==> src/rtl/stage_fetch_if.sv <==
// Instruction-memory request/response bus between the fetch stage and imem.
// master: fetch side (drives req/addr); slave: memory side (drives ready/rvalid/rdata).
interface stage_fetch_if;
    logic        req;
    logic [31:0] addr;
    logic        ready;
    logic        rvalid;
    logic [31:0] rdata;

    modport master (output req, addr, input ready, rvalid, rdata);
    modport slave  (input req, addr, output ready, rvalid, rdata);
endinterface

==> src/rtl/stage_fetch.sv <==
// stage_fetch: front pipeline stage feeding decode.
// Issues one outstanding sequential imem request at a time, buffers responses
// in a small FIFO, and flushes/refetches on a redirect from the mem stage.
// Optional feature macro: FETCH_ALIGN_CHECK_EN (halt on misaligned redirect).
module stage_fetch #(
    parameter logic [31:0] RESET_PC   = 32'h0000_0000,
    parameter int          FIFO_DEPTH = 2
) (
    input  logic               clk,
    input  logic               reset_n,
    stage_fetch_if.master      imem,
    input  logic               redirect,
    input  logic [31:0]        redirect_pc,
    input  logic               de_stall,
    output logic               de_valid,
    output logic [31:0]        de_insn,
    output logic [31:0]        de_pc,
    output logic               fe_misalign
);
    localparam int PTR_W = $clog2(FIFO_DEPTH);
    localparam logic [PTR_W:0] DEPTH_C = (PTR_W+1)'(FIFO_DEPTH);

    typedef struct packed {
        logic [31:0] pc;
        logic [31:0] insn;
    } fetch_entry_t;

    fetch_entry_t       fifo_mem [FIFO_DEPTH];
    logic [PTR_W-1:0]   rd_ptr;
    logic [PTR_W-1:0]   wr_ptr;
    logic [PTR_W:0]     count;
    logic [31:0]        pc;
    logic [31:0]        inflight_pc;
    logic               outstanding;
    logic               discard;
    logic               halted;

    logic               accept;
    logic               resp;
    logic               push;
    logic               pop;

    // Request only with no response pending, room in the buffer and not halted.
    assign imem.req  = reset_n & ~outstanding & (count < DEPTH_C) & ~halted;
    assign imem.addr = pc;

    assign accept   = imem.req & imem.ready;
    assign resp     = imem.rvalid & outstanding;
    assign push     = resp & ~discard & ~redirect;
    assign pop      = de_valid & ~de_stall & ~redirect;

    assign de_valid = (count != '0);
    assign de_insn  = fifo_mem[rd_ptr].insn;
    assign de_pc    = fifo_mem[rd_ptr].pc;

    // Fetch control: PC, outstanding/discard tracking and FIFO pointers.
    // NOTE: sequential state uses non-blocking assignments so every register
    // sees the pre-edge values of its neighbours.
    always_ff @(posedge clk) begin
        if (!reset_n) begin
            pc          <= RESET_PC;
            inflight_pc <= RESET_PC;
            outstanding <= 1'b0;
            discard     <= 1'b0;
            rd_ptr      <= '0;
            wr_ptr      <= '0;
            count       <= '0;
        end else if (redirect) begin
            pc     <= {redirect_pc[31:2], 2'b00};
            rd_ptr <= '0;
            wr_ptr <= '0;
            count  <= '0;
            // A request that is or becomes in flight must have its response dropped.
            if (accept || (outstanding && !imem.rvalid)) begin
                outstanding <= 1'b1;
                discard     <= 1'b1;
            end else begin
                outstanding <= 1'b0;
                discard     <= 1'b0;
            end
        end else begin
            if (accept) begin
                outstanding <= 1'b1;
                inflight_pc <= pc;
                pc          <= pc + 32'd4;
            end else if (resp) begin
                outstanding <= 1'b0;
                discard     <= 1'b0;
            end
            if (push) wr_ptr <= wr_ptr + 1'b1;
            if (pop)  rd_ptr <= rd_ptr + 1'b1;
            case ({push, pop})
                2'b10:   count <= count + 1'b1;
                2'b01:   count <= count - 1'b1;
                default: count <= count;
            endcase
        end
    end

    // Instruction buffer storage written on push.
    // NOTE: the data array has no reset; validity comes solely from count.
    always_ff @(posedge clk) begin
        if (push) begin
            fifo_mem[wr_ptr] <= '{pc: inflight_pc, insn: imem.rdata};
        end
    end

`ifdef FETCH_ALIGN_CHECK_EN
    // Halt on a misaligned redirect; any aligned redirect clears it.
    always_ff @(posedge clk) begin
        if (!reset_n) begin
            halted <= 1'b0;
        end else if (redirect) begin
            halted <= (redirect_pc[1:0] != 2'b00);
        end
    end
`else
    logic unused_redirect_low;
    assign halted              = 1'b0;
    assign unused_redirect_low = ^redirect_pc[1:0];
`endif

    assign fe_misalign = halted;

endmodule

==> src/flat_wrapper.sv <==
// flat-port wrapper written by rule: the top's interface ports become plain ports
module stage_fetch_flat 
#(
    parameter logic [31:0] RESET_PC   = 32'h0000_0000,
    parameter int          FIFO_DEPTH = 2
)
  (clk, reset_n, redirect, redirect_pc, de_stall, de_valid, de_insn, de_pc, fe_misalign, imem_req, imem_addr, imem_ready, imem_rvalid, imem_rdata);
  stage_fetch_if imem_i ();
  input  logic clk;
  input  logic reset_n;
  input  logic redirect;
  input  logic [31:0] redirect_pc;
  input  logic de_stall;
  output logic de_valid;
  output logic [31:0] de_insn;
  output logic [31:0] de_pc;
  output logic fe_misalign;
  output wire logic [$bits(imem_i.req)-1:0] imem_req;
  output wire logic [$bits(imem_i.addr)-1:0] imem_addr;
  input wire logic [$bits(imem_i.ready)-1:0] imem_ready;
  input wire logic [$bits(imem_i.rvalid)-1:0] imem_rvalid;
  input wire logic [$bits(imem_i.rdata)-1:0] imem_rdata;
  assign imem_req = imem_i.req;
  assign imem_addr = imem_i.addr;
  assign imem_i.ready = imem_ready;
  assign imem_i.rvalid = imem_rvalid;
  assign imem_i.rdata = imem_rdata;
  stage_fetch #(.RESET_PC(RESET_PC), .FIFO_DEPTH(FIFO_DEPTH)) u_core (.clk(clk), .reset_n(reset_n), .imem(imem_i), .redirect(redirect), .redirect_pc(redirect_pc), .de_stall(de_stall), .de_valid(de_valid), .de_insn(de_insn), .de_pc(de_pc), .fe_misalign(fe_misalign));
endmodule
==> config.mk <==
export PLATFORM = sky130hd
export DESIGN_NAME = stage_fetch_flat
export DESIGN_NICKNAME = d
export VERILOG_FILES = /design/src/rtl/stage_fetch_if.sv /design/src/rtl/stage_fetch.sv /design/src/flat_wrapper.sv
export SDC_FILE = /design/constraint.sdc
export NUM_CORES = 1
export LEC_CHECK = 0
export CAP_MARGIN = 20
export CORE_MARGIN = 3
export CORE_UTILIZATION = 46
export DETAILED_ROUTE_END_ITERATION = 6
export PLACE_DENSITY = 0.73
export SLEW_MARGIN = 20
export SYNTH_ARGS = -nofsm -noshare
export SYNTH_HDL_FRONTEND = slang
export SYNTH_SLANG_ARGS = --single-unit
export TNS_END_PERCENT = 5
==> constraint.sdc <==
create_clock -name clk -period 4.6 [get_ports clk]
set_input_delay 0.69 -clock clk [delete_from_list [all_inputs] [get_ports clk]]
set_output_delay 0.69 -clock clk [all_outputs]
set_load 0.1 [all_outputs]
==> impl_metrics.yaml <==
timing:
  rsz0062_at_grt: "false"
  fmax_ghz: 0.286
  finClkSkew_ns: 0.00896
  tightest_slew_ns: 1.03
  period_share_pct: 76.0
  finalSetupViolations: 0
  max_slew_margin_pct: 31.2
  slew_viol_final: 0
  post-route-min-period_ns: 3.50
  hold_violations: 0
  fin_tns_setup_ns: 0
critical_path:
  critPathSlowestCell: "clkdlybuf4s50_1"
  worst_ep_arrival_time_ns: 2.81
  cp.depth: 3
  max_stage_delay_ns: 1.15
  critPathCapture: "de_pc[17]"
  worstSetupEndpointType: "output pin"
  worstPathMaxFanout: 28
  required_ns: 3.91
  critPathBufInv: 2
  crit_chain: "buf_4, mux2_2, clkdlybuf4s50_1"
  r2r_setup_slack_ns: 2.16
  r2r_cells: 4
  critPathKind: "reg2out"
  critPathLaunchType: "register"
  r2r_start: "u_core.outstanding"
  regToRegEndpoint: "u_core.imem.addr[17]"
  crit_family: "buffers and inverters"
layout:
  ff_latch_area_um2: 5070
  fill_cells: 1222
  n_antenna_cell: 0
  drive_gt1_share_pct: 14.3
  design_area_um2: 10100
  multi_input_area_um2: 2440
  final_nets: 827
  area_growth_pct: 32.4
die:
  die_height_um: 135
  ios: 169
  die-area_um2: 18200
  fp-row-count: 46
  die_w_um: 135
  start_util_pct: 47.5
  coreArea_um2: 16100
clocking:
  cts.sinks: 191
  clockRootBuffer: "clkbuf_16"
  cts_tree: "done"
  post_cts_buffers: 0
  clkTransAtPathRegs_ns: 0.07
  ctsResizeCount: 0
  htreeDepth: 4
  clkLatencyLatePin_ns: 0.42
  clockBufferDepth: 2
  numCtsBuffers: 17
  hold_buffers: 0
global_routing:
  grt_use_total_pct: 19.1
  grt_overflow_total: 0
  grt_first_pass_wirelength_um: 27300
  antenna_found_initial: 0
  grt_max_degree: 63
  first_global_vias: 5263
detailed_routing:
  drc: 0
  post_drt_wl_per_cell_um: 17.8
  ant_nets: 0
  routed_wl_um: 17500
  dr.pass1.iters: 4
  vias: 5436
  vias_per_cell: 5.52
  drt-initial-drc-count: 438
place:
  port_buffers: 161
  dpl-instance-area_um2: 9490
  place.gp.congestion: 0.892
  dpl.hpwl_um: 11700
yosys:
  yosysTopAreaCellShare_pct: 48.6
  synth-main-ff-cell: "edfxtp_1"
  yosys.area.top_type: "edfxtp_1"
  syn_inst: 600
  yosys-top-cells-area: "edfxtp_1, dfxtp_1, mux2_2"
  syn_area_um2: 7660
  async_flop_share_pct: 0
  ys_types: 46
  yosysMostFrequentCell: "edfxtp_1"
  syn_area_per_cell_um2: 12.8
  yosysWarnings: 0
  synth_seq_cells: 191
  synth_common_cells: "edfxtp_1, nand2_1, dfxtp_1"
  synth-edff-count: 124
  ys_seq_area_share_pct: 66.1
run_status:
  outcome: "complete, no violations"
worst_hold_path:
  hp-class: "reg2reg"
power_and_ir_drop:
  power_leakage_nw: 3.38
  p_per_area_nw_per_um2: 388
  vdd_drop_max_mv: 0.269
flow_run:
  max_cap_viol_count: 0
[cells in the final DEF, fill, tap and decap left out, types with 4 or more instances in the layout]
cell	Yosys	final
a21oi_1	43	43
a31oi_1	8	8
and3_1	7	7
and4_1	5	5
buf_4	5	10
bufinv_16	0	5
clkbuf_16	0	17
clkdlybuf4s50_1	0	160
conb_1	1	5
dfxtp_1	67	66
edfxtp_1	124	124
inv_1	4	4
mux2_2	62	62
nand2_1	73	73
nand3_1	19	19
nand4_1	10	10
nor2_1	21	19
nor3_1	5	5
nor4_1	5	5
o21ai_0	24	24
o31ai_1	6	6
or3_1	7	7
or4_1	18	18
xnor2_1	9	9
xor2_1	5	5
[report_power, final]
group          switching, mW  internal (mW)
logic                  0.313          0.134
registers             0.0494           1.85
clock network          0.608          0.981
total                  0.970           2.97
[registers in the layout, summed over array words and instances (netlist names), named ones only]
| register | flops |
|---|---|
| u_core.discard | 1 |
| u_core.outstanding | 1 |
| u_core.fifo_mem | 124 |
| u_core.imem.addr | 30 |
| u_core.rd_ptr | 1 |
| u_core.inflight_pc | 30 |
| u_core.wr_ptr | 1 |
| u_core.count | 2 |
[logic make-up (layout without fill, tap and decap cells)]
logic type      after synthesis  after routing  share of synthesized area, %
xor+xnor                     14             14                          1.60
compound gates               98             98                          7.51
other cells                   1              5                        0.0489
mux                          64             64                          9.37
simple gates                186            186                          12.6
fa+ha+maj                     2              2                         0.327
buf+inv                      44            208                          2.42
flops                       191            191                          66.1
[metal layers]
| layer | routed length, um | vias up | track usage [%] | share of wire (%) |
|---|---|---|---|---|
| met3 | 1480 | 25 | 5.22 | 8.5 |
| met2 | 8180 | 289 | 30.4 | 47 |
| met1 | 7540 | 2545 | 25.3 | 43 |
| li1 | - | 2577 | - | - |
| met5 | 0 | - | 0 | 0 |
| met4 | 280 | 0 | 6.83 | 1.6 |
[worst reg2reg max path, stage by stage, from the launching register on]
cell	delay [ns]
dfxtp_1	0.41
or3b_1	0.63
or3_1	0.60
or4_1	0.45
a311oi_1	0.26
[worst min path at each step]
| stage | start | end | slack, ns | depth (start not counted) |
|---|---|---|---|---|
| after floorplan | u_core.inflight_pc[2] | u_core.fifo_mem[0][34] | 0.43 | 0 |
| after global placement | u_core.inflight_pc[7] | u_core.fifo_mem[1][39] | 0.43 | 0 |
| after detailed placement | u_core.inflight_pc[26] | u_core.fifo_mem[1][58] | 0.45 | 0 |
| after CTS | u_core.inflight_pc[7] | u_core.fifo_mem[1][39] | 0.46 | 0 |
| after global routing | u_core.inflight_pc[7] | u_core.fifo_mem[1][39] | 0.47 | 0 |
| final | u_core.inflight_pc[7] | u_core.fifo_mem[0][39] | 0.46 | 0 |
[layout make-up]
type / count / share of cell area (%)
Clock inverter: 13 / 2.06
Multi-Input combinational cell: 369 / 24.0
Inverter: 5 / 0.185
Tap cell: 216 / 2.67
Clock buffer: 19 / 4.37
Timing Repair Buffer: 171 / 16.7
Sequential cell: 191 / 50.0
[per-stage QoR]
step	util (%)	hold WS (ns)	setup WS, ns	cells	total power, mW
2_1_floorplan	-	0.425	0.112	604	2.23
3_3_place_gp	58.9	0.432	1.47	952	2.38
3_5_place_dp	58.9	0.446	1.42	952	2.38
4_1_cts	62.9	0.457	1.03	984	3.97
5_1_grt	62.9	0.470	0.955	984	4.06
6_report	62.9	0.457	1.10	984	3.94
No activity file was read; power rests on OpenSTA's default activity.
